[src/rtl/tcdm_filter_pkg.sv]
// rtl/tcdm_filter_pkg.sv - shared types and constants for the TCDM address filter and its error log
package tcdm_filter_pkg;

    // Byte offsets of the error-log configuration registers
    localparam logic [3:0] ERRLOG_CTRL      = 4'h0;
    localparam logic [3:0] ERRLOG_HEAD_ADDR = 4'h4;
    localparam logic [3:0] ERRLOG_HEAD_INFO = 4'h8;
    localparam logic [3:0] ERRLOG_COUNT     = 4'hC;

    // Read data the filter returns for rejected reads
    localparam logic [31:0] ERR_RDATA = 32'hBADE5505;

    // One logged rejection as seen by software (address zero-extended to 32 bits)
    typedef struct packed {
        logic [31:0] addr;
        logic        wen;
    } errlog_entry_t;

endpackage

[src/rtl/tcdm_filter_err_log_if.sv]
// rtl/tcdm_filter_err_log_if.sv - TCDM-style configuration bus of the error log
interface tcdm_filter_err_log_if;
    logic        cfg_req_i;
    logic [3:0]  cfg_add_i;
    logic        cfg_wen_i;
    logic [31:0] cfg_wdata_i;
    logic        cfg_gnt_o;
    logic [31:0] cfg_r_rdata_o;
    logic        cfg_r_valid_o;

    modport master (
        output cfg_req_i, cfg_add_i, cfg_wen_i, cfg_wdata_i,
        input  cfg_gnt_o, cfg_r_rdata_o, cfg_r_valid_o
    );

    modport slave (
        input  cfg_req_i, cfg_add_i, cfg_wen_i, cfg_wdata_i,
        output cfg_gnt_o, cfg_r_rdata_o, cfg_r_valid_o
    );
endinterface

[src/rtl/errlog_fifo.sv]
// rtl/errlog_fifo.sv - circular-buffer FIFO holding logged rejections
module errlog_fifo #(
    parameter int WIDTH = 33,
    parameter int DEPTH = 4
) (
    input  logic                     clk,
    input  logic                     rst,
    input  logic                     push,
    input  logic                     pop,
    input  logic [WIDTH-1:0]         wdata,
    output logic [WIDTH-1:0]         rdata,
    output logic                     full,
    output logic                     empty,
    output logic [$clog2(DEPTH):0]   level
);
    localparam int AW = $clog2(DEPTH);

    logic [WIDTH-1:0] mem [DEPTH];
    logic [AW-1:0]    wptr;
    logic [AW-1:0]    rptr;
    logic             pop_eff;
    logic             push_eff;

    assign full  = (level == (AW+1)'(DEPTH));
    assign empty = (level == '0);
    assign rdata = mem[rptr];

    // A pop on empty is dropped; a pop on full frees the slot a same-cycle push needs
    assign pop_eff  = pop & ~empty;
    assign push_eff = push & (~full | pop_eff);

    // Storage array; contents are don't-care until pushed, so no reset
    always_ff @(posedge clk) begin
        if (push_eff) begin
            mem[wptr] <= wdata;
        end
    end

    // Pointers wrap naturally at DEPTH; level tracks occupancy
    always_ff @(posedge clk) begin
        if (rst) begin
            wptr  <= '0;
            rptr  <= '0;
            level <= '0;
        end else begin
            if (push_eff) wptr <= wptr + 1'b1;
            if (pop_eff)  rptr <= rptr + 1'b1;
            if (push_eff && !pop_eff)      level <= level + 1'b1;
            else if (pop_eff && !push_eff) level <= level - 1'b1;
        end
    end
endmodule

[src/rtl/tcdm_filter_err_log.sv]
// rtl/tcdm_filter_err_log.sv - logs filter rejections, counts them, raises irq while the log is non-empty
module tcdm_filter_err_log
    import tcdm_filter_pkg::*;
#(
    parameter int ADDR_WIDTH = 32,
    parameter int FIFO_DEPTH = 4,
    parameter int CNT_WIDTH  = 16
) (
    input  logic                  clk,
    input  logic                  rst,
    input  logic                  error_i,
    input  logic [ADDR_WIDTH-1:0] add_i,
    input  logic                  wen_i,
    tcdm_filter_err_log_if.slave  cfg,
    output logic                  irq_o
);
    localparam int LW = $clog2(FIFO_DEPTH) + 1;

    logic [ADDR_WIDTH:0]  fifo_rdata;
    logic                 fifo_full;
    logic                 fifo_empty;
    logic [LW-1:0]        fifo_level;
    logic                 pop_req;
    logic                 ctrl_wr;
    logic                 cnt_clr;
    logic                 irq_en;
    logic                 overflow;
    logic [CNT_WIDTH-1:0] cnt;
    logic [31:0]          rdata_next;
    logic [1:0]           sel;
    errlog_entry_t        head;
    logic                 unused_cfg;

    assign sel       = cfg.cfg_add_i[3:2];
    assign ctrl_wr   = cfg.cfg_req_i & ~cfg.cfg_wen_i & (sel == ERRLOG_CTRL[3:2]);
    assign pop_req   = cfg.cfg_req_i & ~cfg.cfg_wen_i & (sel == ERRLOG_HEAD_INFO[3:2]);
    assign cnt_clr   = cfg.cfg_req_i & ~cfg.cfg_wen_i & (sel == ERRLOG_COUNT[3:2]);
    assign cfg.cfg_gnt_o = cfg.cfg_req_i;
    assign irq_o     = irq_en & ~fifo_empty;
    assign unused_cfg = ^{cfg.cfg_add_i[1:0], cfg.cfg_wdata_i[31:1]};

    // Head entry is presented as zero when the log is empty
    assign head.addr = fifo_empty ? 32'h0 : 32'(fifo_rdata[ADDR_WIDTH:1]);
    assign head.wen  = ~fifo_empty & fifo_rdata[0];

    errlog_fifo #(
        .WIDTH (ADDR_WIDTH + 1),
        .DEPTH (FIFO_DEPTH)
    ) u_fifo (
        .clk   (clk),
        .rst   (rst),
        .push  (error_i),
        .pop   (pop_req),
        .wdata ({add_i, wen_i}),
        .rdata (fifo_rdata),
        .full  (fifo_full),
        .empty (fifo_empty),
        .level (fifo_level)
    );

    // Read mux samples state before this cycle's pop, push or clear; writes answer zero
    always_comb begin
        rdata_next = 32'h0;
        if (cfg.cfg_wen_i) begin
            case (sel)
                ERRLOG_CTRL[3:2]:      rdata_next = {16'h0, 8'(fifo_level), 5'h0,
                                                     fifo_empty, overflow, irq_en};
                ERRLOG_HEAD_ADDR[3:2]: rdata_next = head.addr;
                ERRLOG_HEAD_INFO[3:2]: rdata_next = {~fifo_empty, 30'h0, head.wen};
                default:               rdata_next = 32'(cnt);
            endcase
        end
    end

    // Configuration response: one cycle after every granted access
    always_ff @(posedge clk) begin
        if (rst) begin
            cfg.cfg_r_valid_o <= 1'b0;
            cfg.cfg_r_rdata_o <= 32'h0;
        end else begin
            cfg.cfg_r_valid_o <= cfg.cfg_req_i;
            if (cfg.cfg_req_i) cfg.cfg_r_rdata_o <= rdata_next;
        end
    end

    // Status: a dropped capture sets overflow even when COUNT is cleared in the same cycle
    always_ff @(posedge clk) begin
        if (rst) begin
            irq_en   <= 1'b0;
            overflow <= 1'b0;
        end else begin
            if (ctrl_wr) irq_en <= cfg.cfg_wdata_i[0];
            if (error_i && fifo_full && !(pop_req && !fifo_empty)) overflow <= 1'b1;
            else if (cnt_clr)                                     overflow <= 1'b0;
        end
    end

    // Saturating violation counter; a clear overrides a same-cycle increment
    always_ff @(posedge clk) begin
        if (rst) begin
            cnt <= '0;
        end else if (cnt_clr) begin
            cnt <= '0;
        end else if (error_i && (cnt != '1)) begin
            cnt <= cnt + 1'b1;
        end
    end
endmodule

[src/flat_wrapper.sv]
// flat-port wrapper written by rule: the top's interface ports become plain ports
module tcdm_filter_err_log_flat import tcdm_filter_pkg::*;
#(
    parameter int ADDR_WIDTH = 32,
    parameter int FIFO_DEPTH = 4,
    parameter int CNT_WIDTH  = 16
)
  (clk, rst, error_i, add_i, wen_i, irq_o, cfg_cfg_req_i, cfg_cfg_add_i, cfg_cfg_wen_i, cfg_cfg_wdata_i, cfg_cfg_gnt_o, cfg_cfg_r_rdata_o, cfg_cfg_r_valid_o);
  tcdm_filter_err_log_if cfg_i ();
  input  logic clk;
  input  logic rst;
  input  logic error_i;
  input  logic [ADDR_WIDTH-1:0] add_i;
  input  logic wen_i;
  output logic irq_o;
  input wire logic [$bits(cfg_i.cfg_req_i)-1:0] cfg_cfg_req_i;
  input wire logic [$bits(cfg_i.cfg_add_i)-1:0] cfg_cfg_add_i;
  input wire logic [$bits(cfg_i.cfg_wen_i)-1:0] cfg_cfg_wen_i;
  input wire logic [$bits(cfg_i.cfg_wdata_i)-1:0] cfg_cfg_wdata_i;
  output wire logic [$bits(cfg_i.cfg_gnt_o)-1:0] cfg_cfg_gnt_o;
  output wire logic [$bits(cfg_i.cfg_r_rdata_o)-1:0] cfg_cfg_r_rdata_o;
  output wire logic [$bits(cfg_i.cfg_r_valid_o)-1:0] cfg_cfg_r_valid_o;
  assign cfg_i.cfg_req_i = cfg_cfg_req_i;
  assign cfg_i.cfg_add_i = cfg_cfg_add_i;
  assign cfg_i.cfg_wen_i = cfg_cfg_wen_i;
  assign cfg_i.cfg_wdata_i = cfg_cfg_wdata_i;
  assign cfg_cfg_gnt_o = cfg_i.cfg_gnt_o;
  assign cfg_cfg_r_rdata_o = cfg_i.cfg_r_rdata_o;
  assign cfg_cfg_r_valid_o = cfg_i.cfg_r_valid_o;
  tcdm_filter_err_log #(.ADDR_WIDTH(ADDR_WIDTH), .FIFO_DEPTH(FIFO_DEPTH), .CNT_WIDTH(CNT_WIDTH)) u_core (.clk(clk), .rst(rst), .error_i(error_i), .add_i(add_i), .wen_i(wen_i), .cfg(cfg_i), .irq_o(irq_o));
endmodule
[config.mk]
export PLATFORM = sky130hd
export DESIGN_NAME = tcdm_filter_err_log_flat
export DESIGN_NICKNAME = d
export VERILOG_FILES = /design/src/rtl/tcdm_filter_pkg.sv /design/src/rtl/tcdm_filter_err_log_if.sv /design/src/rtl/errlog_fifo.sv /design/src/rtl/tcdm_filter_err_log.sv /design/src/flat_wrapper.sv
export SDC_FILE = /design/constraint.sdc
export NUM_CORES = 1
export LEC_CHECK = 0
export ABC_AREA = 0
export CAP_MARGIN = 20
export CORE_MARGIN = 10
export CORE_UTILIZATION = 50
export CTS_CLUSTER_DIAMETER = 100
export DETAILED_ROUTE_END_ITERATION = 12
export GPL_TIMING_DRIVEN = 0
export PLACE_DENSITY = 0.75
export SLEW_MARGIN = 0
export SYNTH_ARGS = -nofsm -noshare
export SYNTH_HDL_FRONTEND = slang
export SYNTH_HIERARCHICAL = 1
export SYNTH_SLANG_ARGS = --single-unit
export TNS_END_PERCENT = 1
[constraint.sdc]
create_clock -name clk -period 7.2 [get_ports clk]
set_input_delay 0.72 -clock clk [delete_from_list [all_inputs] [get_ports clk]]
set_output_delay 0.72 -clock clk [all_outputs]
set_load 0.005 [all_outputs]
==> After elaboration in Yosys (flattened, before gate mapping) <==
Memory sizes are Yosys's and may differ from the RTL's. A register that Yosys moved wholly into a read port is not among the register bits.
Index checks and enable logic that the tools add are counted.
{ "classes": {"eq_ne": 5, "bitwise": 12, "n_reduce_logical": 15, "muxes": 11, "addsub": 5} }
{ "op_table": {"columns": ["op", "count"], "rows": [
  ["case mux 32 bit (3 select lines)", 1],
  ["2-to-1 mux 32 bit", 2],
  ["adder 16 x 1 -> 16 bit, second input constant", 1],
  ["!= test 16 bit, second input constant", 1],
  ["bitwise AND 1 bit", 8],
  ["logical AND 1 bit", 6],
  ["2-to-1 mux 3 bit", 2],
  ["adder 2 x 1 -> 2 bit, second input constant", 2],
  ["== test 2 bit, second input constant", 2],
  ["logical NOT 1 bit", 4],
  ["2-to-1 mux 1 bit", 4],
  ["2-to-1 mux 2 bit", 2],
  ["nonzero test 2 bit", 2],
  ["adder 3 x 1 -> 3 bit, second input constant", 1],
  ["== test 3 bit, second input constant", 1],
  ["logical NOT 3 bit", 1],
  ["NOT 1 bit", 3],
  ["subtractor 3 x 1 -> 3 bit, second input constant", 1],
  ["== test 2 x 1 -> 1 bit, second input constant", 1],
  ["logical NOT 2 bit", 1],
  ["OR reduction 2 bit", 1],
  ["bitwise OR 1 bit", 1]
]} }
{ "word_totals": {"out_inout_bits": 35, "reg_bits": 58, "input_bits": 74, "ram_bits": 132, "n_memories": 1} }
{ "memory_table": {"columns": ["name", "words", "word_bits", "rd", "rd_ports_with_merged_regs", "write_ports", "line", "source"], "rows": [
  ["u_core.u_fifo.mem", 4, 33, 1, 1, 1, "errlog_fifo.sv:18", "logic [WIDTH-1:0] mem [DEPTH];"]
]} }

==> Logic depth before layout (Yosys ltp) <==
Gate-level depths: netlist (run 1).
{ "logic_depth": {"depth_word": 10, "mapped_depth": 11, "depth_no_buf": 10} }

==> Cells and area by module <==
The synthesis (run 1) kept the hierarchy.
{ "by_module_without_submodules": {"columns": ["mod", "cells_each", "instances", "seq_area_each_um2", "area_per_inst_um2"], "rows": [
  ["errlog_fifo", 221, 1, 4144.0, 5253.8],
  ["tcdm_filter_err_log", 249, 1, 1021.0, 2210.9]
]} }

==> Worst setup path before layout (run 1) <==
No wires, ideal clock.
{ "synth_path": {"kind": "input-to-reg", "start": "in cfg_cfg_add_i[3]", "end": "reg u_core.u_fifo.level[2]", "path_buffers": 1, "t_arrival_ps": 2949, "path_slack_ps": 4181, "required_time_ps": 7130, "path_stages": 11, "path_cell_list": "clkbuf_1 -> nand2_1 -> nor3_1 -> inv_1 -> a21boi_2 -> ha_1 -> inv_1 -> fa_1 -> xor2_1 -> or3_2 -> a21oi_1"} }
{ "synth_via": {"elab_chain_cells": 8, "elab_cells_between_ends": 11} }
{ "synth_rtl": {"columns": ["item", "line", "source"], "rows": [
  ["from (decl)", "flat_wrapper.sv:17", "input wire logic [$bits(cfg_i.cfg_add_i)-1:0] cfg_cfg_add_i;"],
  ["== test 2 bit *", "tcdm_filter_err_log.sv:36", "assign pop_req = cfg.cfg_req_i & ~cfg.cfg_wen_i & (sel == ERRLOG_HEAD_INFO[3:2]);"],
  ["bitwise AND 1 bit *", "tcdm_filter_err_log.sv:36", null],
  ["net u_core.pop_req", "tcdm_filter_err_log.sv:23", "logic pop_req;"],
  ["bitwise AND 1 bit *", "errlog_fifo.sv:29", "assign pop_eff = pop & ~empty;"],
  ["bitwise OR 1 bit *", "errlog_fifo.sv:30", "assign push_eff = push & (~full | pop_eff);"],
  ["bitwise AND 1 bit *", "errlog_fifo.sv:30", null],
  ["net u_core.u_fifo.push_eff", "errlog_fifo.sv:22", "logic push_eff;"],
  ["logical NOT 1 bit", "errlog_fifo.sv:49", "else if (pop_eff && !push_eff) level <= level - 1'b1;"],
  ["logical AND 1 bit", "errlog_fifo.sv:49", null],
  ["nonzero test 2 bit (no line)", null, null],
  ["to (signal assigned)", "errlog_fifo.sv:48", "if (push_eff && !pop_eff) level <= level + 1'b1;"],
  ["to (signal assigned)", "errlog_fifo.sv:49", null],
  ["to (decl)", "errlog_fifo.sv:14", "output logic [$clog2(DEPTH):0] level"]
]} }
Mark *: on every way through the listed nets, which the timed path passes. The rest lies on a longest branch.
A chain may end at the register's enable or synchronous reset.

==> Worst setup path in the final report (run 1) <==
Same ends and word-level chain as after synthesis.

==> summary.txt, run 1 <==
STA
  – WHS: 0.481 ns
  – Final Cycle Share: 0.493
  – Endpoints failing setup: 0
  – Worst-margin pin slew: 0.956 ns
  – Setup_tns: 0 ns
  – Fin Clk Skew: 0.00815 ns
  – Final Hold Viols: 0
  – Slew Limit Headroom: 0.363
  – Fmax: 282 MHz
  – Slew Viols, Final: 0
  – Min Tclk post-route: 3.55 ns
  – RSZ-0062 raised after global routing: false

Detailed routing
  – Routed len/inst: 21.5 µm
  – Initial DRC Count: 513
  – Via count: 4507
  – WL final: 16.3 mm
  – First-pass detailed-route iteration total: 6
  – Post-route ant nets: 0
  – Vias per cell: 5.92
  – DRC: 0

Clock tree
  – # clock sinks: 192
  – Cts hold-fix bufs: 0
  – Clock buffer count from CTS: 17
  – CTS resizes: 0
  – Clk_lat worst skew: 0.44 ns
  – Reg clk slew, reported paths: 0.07 ns
  – Root buffer cell: clkbuf_16
  – CTS tree: yes
  – Setup Fix Bufs, Post-CTS: 0
  – CTS Buffer Depth: 2
  – H-tree depth: 4

Setup path
  – Most used cell, CP: inv_1
  – CP Launch Type: primary input
  – Worst Path Arrival: 3.91 ns
  – Crit path max-delay family: buffers and inverters
  – Critical Path RT: 7.56 ns
  – Worst path slowest cell: clkdlybuf4s50_1
  – R2R setup slack: 4.70 ns
  – Critical-path cell list: clkdlybuf4s50_1, clkbuf_1, nand2_1, nor3_1, inv_1, a21boi_2, ha_1, inv_1, fa_1, xor2_1, or3_2, a21oi_1
  – Worst-path fanout max: 10
  – Max incr delay on CP: 0.57 ns
  – Critical path class: primary input to register
  – WP buf/inv: 4
  – Critical Path Sink Type: register

Place
  – Port Buf Inserts: 75
  – DP HPWL: 10.7 mm
  – Final Wtd Congestion: 0.859

Synthesis
  – Synthesized area: 0.00746 mm²
  – #FFs+latches synth: 192
  – Cell variety after synth: 49
  – Syn avg cell area: 15.9 µm²
  – Number of flops mapped to enable cells by yosys: 132
  – Post-synthesis cell count: 470
  – Syn Nets: 551
  – Synthesis warning total: 6
  – Synth Flop Type: edfxtp_1
  – Sequential share of the synthesized area: 0.692
  – Async S/R FF share, synth: 0

Layout
  – Final net count: 645
  – Commonest non-fill, non-tap cell in the layout: edfxtp_1
  – Filler cells: 1059
  – N_diodes: 0
  – Share of layout cells above drive strength 1: 0.153
  – Layout area overhead: 20.5%
  – Most frequent cells in the layout: 132 x edfxtp_1, 75 x clkdlybuf4s50_1, 60 x dfxtp_1

Pwr
  – Leak pwr: 0.00290 µW
  – Comb power frac: 0.100
  – Clock share of power: 0.362
  – Pwr Density: 269 mW/mm²
  – Peak supply drop: 0.000164 V
  – Register share of total power: 0.537
  – P_sw: 590 µW
  – Sw frac: 0.244
  – Pwr Total: 2420 µW
  – Internal Power: 1830 µW

Floorplanning
  – Core Area: 0.0146 mm²
  – # IOs: 109
  – Die H: 142 µm
  – Die Area: 0.0202 mm²
  – Die width: 142 µm
  – Starting Density: 0.512
  – Row count: 44

Global route
  – First-pass GRT wire length: 26.1 mm
  – Largest net degree at the start of global routing: 34
  – Total GRT Usage: 0.167
  – Number of global-route vias before repair: 4475
  – Total grt overflow: 0
  – Initial antenna violation count: 0

Status
  – Status: completed

Worst hold path
  – Hold Crit Class: register to register

Run
  – Max cap viols: 0
[cells in the mapped netlist (all sizes together) (3+ instances only)]
master    n  area, µm²
a21oi    15       75.1
a221oi    3       26.3
a222oi   11        110
a22o      4       35.0
a22oi    15        113
and2      6       42.5
buf      10       77.6
clkbuf   14       53.8
dfxtp    60       1200
edfxtp  132       3960
ha        6       75.1
inv       8       30.0
mux2i     5       50.1
mux4     33        743
nand2    15       56.3
nand2b    4       25.0
nand3     9       45.0
nand4     4       40.0
nor2     46        173
nor2b     4       25.0
nor3      7       35.0
nor4      5       31.3
o21ai     6       30.0
o311ai    3       26.3
o31ai     7       52.6
o41ai     3       26.3
or3       6       43.8
or4       5       37.5
xor2      5       43.8
[area by class of cell]
type                            instances  area [µm²]  area share
Clock inverter                         15         128      0.0142
Inverter                                8        30.0     0.00334
Buffer                                 24         131      0.0146
Clock buffer                           17         425      0.0473
Timing Repair Buffer                   75         751      0.0834
Multi-Input combinational cell        246        2140       0.238
Tap cell                              184         230      0.0256
Sequential cell                       192        5160       0.574
[cell families after synthesis]
group / synth area share
and+or+nand+nor: 0.0873
xor gates and xnor gates: 0.00587
muxes: 0.108
AOI/OAI and AO/OA: 0.0722
buffers and inverters: 0.0216
DFF: 0.692
adders and majority gates: 0.0127
[through the flow]
| stage | cells | worst slack, ns | instance area (µm²) | util |
|---|---|---|---|---|
| floorplan | 470 | 4.18 | 7460 | - |
| global placement | 729 | 3.32 | 8450 | 0.579 |
| detailed placement | 729 | 3.25 | 8450 | 0.579 |
| CTS | 761 | 3.69 | 9000 | 0.617 |
| global route | 761 | 3.35 | 9000 | 0.617 |
| finish | 761 | 3.65 | 9000 | 0.617 |
[layer usage]
| metal | vias to the layer above | global-route usage | part of all wire |
|---|---|---|---|
| met5 | - | 0 | 0 |
| met4 | 0 | 0.0597 | 0.014 |
| met3 | 23 | 0.0387 | 0.054 |
| met2 | 151 | 0.261 | 0.50 |
| met1 | 2266 | 0.225 | 0.43 |
| li1 | 2067 | - | - |
[worst register-to-register path, stage by stage, from the launching register on]
cell and delay (ns):
dfxtp_1 0.51, nor3b_2 0.11, a21boi_2 0.33, ha_1 0.26, inv_1 0.07, fa_1 0.42, xor2_1 0.15, or3_2 0.42
a21oi_1 0.16
[state kept, by name, indices dropped and copies added, names as in the netlist, named ones only]
signal                    count
u_core/u_fifo/mem           132
u_core/irq_en                 1
u_core/cfg.cfg_r_rdata_o     32
u_core/cnt                   16
u_core/u_fifo/wptr            2
u_core/cfg.cfg_r_valid_o      1
u_core/u_fifo/level           3
u_core/overflow               1
u_core/u_fifo/rptr            2
[power groups by stage]
stage,Clock (µW),Combinational [µW],Sequential [µW]
after CTS,887,244,1300
after detailed placement,0,242,1320
after floorplan,0,149,1310
after global routing,933,265,1310
after global placement,0,236,1320
final,875,243,1300
[path summary, 6_finish.rpt]
path,from,end,cells after the start
worst max-delay path,cfg_cfg_add_i[3],u_core/u_fifo/level[2]$_SDFFE_PP0P_,12
worst min-delay path,u_core/cfg.cfg_r_rdata_o[2]$_SDFFE_PP0P_,u_core/cfg.cfg_r_rdata_o[2]$_SDFFE_PP0P_,2
worst max register to register,u_core/u_fifo/level[0]$_SDFFE_PP0P_,u_core/u_fifo/level[2]$_SDFFE_PP0P_,8
worst min register to register,u_core/cfg.cfg_r_rdata_o[2]$_SDFFE_PP0P_,u_core/cfg.cfg_r_rdata_o[2]$_SDFFE_PP0P_,2
Note: power is estimated with default switching activity, not from simulation.
==> inputs of run 2 (changes only) <==
==> constraint.sdc (replaced) <==
create_clock -name clk -period 3.55 [get_ports clk]
set_input_delay 0.355 -clock clk [delete_from_list [all_inputs] [get_ports clk]]
set_output_delay 0.355 -clock clk [all_outputs]
set_load 0.005 [all_outputs]
==> results of run 2 <==
Same layout as run 1 (identical final DEF). Status: completed.
Among the figures that moved: setup slack after placement 3.25 ns -> -0.0331 ns; setup slack after layout 3.65 ns -> 0.363 ns; register-to-register setup slack 4.70 ns -> 1.05 ns; total power 2420 µW -> 4900 µW; worst IR drop on VDD 0.000164 V -> 0.000334 V
==> inputs of run 3 (changes only) <==
--- a/config.mk
+++ b/config.mk
@@ -8,11 +8,11 @@
 export ABC_AREA = 0
 export CAP_MARGIN = 20
 export CORE_MARGIN = 10
-export CORE_UTILIZATION = 50
+export CORE_UTILIZATION = 53
 export CTS_CLUSTER_DIAMETER = 100
 export DETAILED_ROUTE_END_ITERATION = 12
 export GPL_TIMING_DRIVEN = 0
-export PLACE_DENSITY = 0.75
+export PLACE_DENSITY = 0.79
 export SLEW_MARGIN = 0
 export SYNTH_ARGS = -nofsm -noshare
 export SYNTH_HDL_FRONTEND = slang
==> summary.txt, run 3 (synthesized netlist as in run 1, its figures left out) <==
Status
  – Status: completed

STA
  – WHS: 0.466 ns (-0.0150 ns)
  – Setup_tns: 0 ns (unchanged)
  – RSZ-0062 raised after global routing: false
  – Final Cycle Share: 0.897
  – Fmax: 314 MHz
  – Slew Limit Headroom: 0.369 (+0.00646)
  – Min Tclk post-route: 3.18 ns
  – Fin Clk Skew: 0.00698 ns (-0.00117 ns)
  – Final Hold Viols: 0 (unchanged)
  – Endpoints failing setup: 0 (unchanged)
  – Worst-margin pin slew: 0.946 ns (-0.00968 ns)
  – Slew Viols, Final: 0 (unchanged)
  – Worst setup margin: 0.367 ns

Floorplanning
  – Core Area: 0.0138 mm² (-5.2%)
  – Die width: 139 µm (-2.5%)
  – # IOs: 109 (unchanged)
  – Die Area: 0.0192 mm² (-4.9%)
  – Die H: 139 µm (-2.5%)
  – Row count: 43 (-2.3%)
  – Starting Density: 0.540 (+0.0282)

Detailed routing
  – First-pass detailed-route iteration total: 6 (unchanged)
  – DRC: 0 (unchanged)
  – Via count: 4580 (+1.6%)
  – Routed len/inst: 21.7 µm (+1.1%)
  – Initial DRC Count: 488 (-4.9%)
  – Post-route ant nets: 0 (unchanged)
  – Vias per cell: 6.05 (+2.2%)
  – WL final: 16.4 mm (+0.55%)

Setup path
  – Critical-path cell list: clkdlybuf4s50_1, clkbuf_1, nand2_1, nor3_1, inv_1, a21boi_2, ha_1, inv_1, fa_1, xor2_1, or3_2, a21oi_1
  – Worst-path fanout max: 10 (unchanged)
  – Critical Path Sink Type: register
  – Worst path slowest cell: clkdlybuf4s50_1
  – Worst Path Arrival: 3.54 ns
  – Max incr delay on CP: 0.54 ns (-0.03 ns)
  – R2R setup slack: 1.03 ns
  – CP Launch Type: primary input
  – Critical path class: primary input to register
  – Most used cell, CP: inv_1
  – Critical Path RT: 3.91 ns

Pwr
  – Pwr Density: 559 mW/mm²
  – Leak pwr: 0.00294 µW (+1.1%)
  – Comb power frac: 0.098 (-0.002)
  – Clock share of power: 0.381 (+0.019)
  – P_sw: 1160 µW
  – Register share of total power: 0.521 (-0.016)
  – Sw frac: 0.229
  – Peak supply drop: 0.000341 V
  – Internal Power: 3900 µW

Layout
  – Filler cells: 963 (-9.1%)
  – Reg area: 0.00516 mm² (unchanged)
  – Reg with most FFs: u_core/u_fifo/mem
  – Final Cell Area: 0.00905 mm² (+0.58%)
  – Number of flip-flops in the largest register: 132 (unchanged)
  – Share of layout cells above drive strength 1: 0.151 (-0.00173)
  – N_diodes: 0 (unchanged)
  – Commonest non-fill, non-tap cell in the layout: edfxtp_1
  – Final net count: 645 (unchanged)
  – Most frequent cells in the layout: 132 x edfxtp_1, 75 x clkdlybuf4s50_1, 60 x dfxtp_1
  – Area of the multi-input gates: 0.00214 mm² (unchanged)
  – Largest regs: u_core/u_fifo/mem x132, u_core/cfg.cfg_r_rdata_o x32, u_core/cnt x16
  – Layout area overhead: 21.3%

Clock tree
  – Cts hold-fix bufs: 0 (unchanged)
  – Root buffer cell: clkbuf_16
  – CTS Buffer Depth: 2 (unchanged)
  – H-tree depth: 4 (unchanged)
  – Clk_lat worst skew: 0.43 ns (about the same)
  – Reg clk slew, reported paths: 0.06 ns (about the same)
  – CTS resizes: 0 (unchanged)
  – Setup Fix Bufs, Post-CTS: 0 (unchanged)
  – Clock buffer count from CTS: 17 (unchanged)
  – CTS tree: yes
  – # clock sinks: 192 (unchanged)

Global route
  – First-pass GRT wire length: 25.7 mm (-1.6%)
  – Total GRT Usage: 0.170 (+0.00264)
  – Largest net degree at the start of global routing: 34 (unchanged)
  – Number of global-route vias before repair: 4591 (+2.6%)
  – Total grt overflow: 0 (unchanged)
  – Initial antenna violation count: 0 (unchanged)

Place
  – Final Wtd Congestion: 0.865 (+0.71%)
  – Port Buf Inserts: 75 (unchanged)
  – Place WS: -0.0675 ns
  – Placed inst area: 0.00844 mm² (about the same)
  – DP HPWL: 10.9 mm (+1.9%)

Run
  – Max cap viols: 0 (unchanged)

Worst hold path
  – Hold Crit Class: register to register
[run 3: area by class of cell]
cell class / count / area share
buffer: 24 / 0.0145
clock buffer: 19 / 0.0513
clock inverter: 13 / 0.0162
inverter: 8 / 0.00332
multi-input combinational: 246 / 0.236
sequential: 192 / 0.571
tap: 180 / 0.0249
timing repair buffer: 75 / 0.0829
[run 3: routing by layer]
layer	global-route usage	vias to the layer above	wire length [µm]
li1	-	2053	-
met1	0.216	2315	6850
met2	0.278	186	8280
met3	0.0411	26	1020
met4	0.0604	0	269
met5	0	-	0
[run 3: worst max-delay path, delay by kind of cell]
kind                       cells  cell delay [ns]
AOI/OAI and AO/OA              2             0.48
xor gates and xnor gates       1             0.17
adders and majority gates      2             0.70
buffers and inverters          4             1.03
and+or+nand+nor                3             0.81
[run 3: worst paths after layout]
kind / endpoint / depth (start not counted) / start
setup / recovery: u_core/u_fifo/level[2]$_SDFFE_PP0P_ / 12 / cfg_cfg_add_i[3]
hold reg to reg: u_core/cfg.cfg_r_rdata_o[0]$_SDFFE_PP0P_ / 2 / u_core/cfg.cfg_r_rdata_o[0]$_SDFFE_PP0P_
setup reg to reg: u_core/u_fifo/level[2]$_SDFFE_PP0P_ / 8 / u_core/u_fifo/level[0]$_SDFFE_PP0P_
hold / removal: u_core/cfg.cfg_r_rdata_o[0]$_SDFFE_PP0P_ / 2 / u_core/cfg.cfg_r_rdata_o[0]$_SDFFE_PP0P_
[run 3: power by group through the flow]
stage                     Combinational (µW)  Sequential (µW)  Clock (µW)
after detailed placement                 494             2680           0
after global routing                     536             2650        2040
after floorplan                          302             2660           0
final                                    498             2640        1930
after CTS                                498             2640        1960
after global placement                   476             2670           0
[run 3: metrics by stage]
step / std cells / total power, µW / util
after global placement: 725 / 3150 / 0.610
final: 757 / 5060 / 0.655
after CTS: 757 / 5100 / 0.655
after global routing: 757 / 5230 / 0.655
after floorplan: 470 / 2960 / -
after detailed placement: 725 / 3180 / 0.610
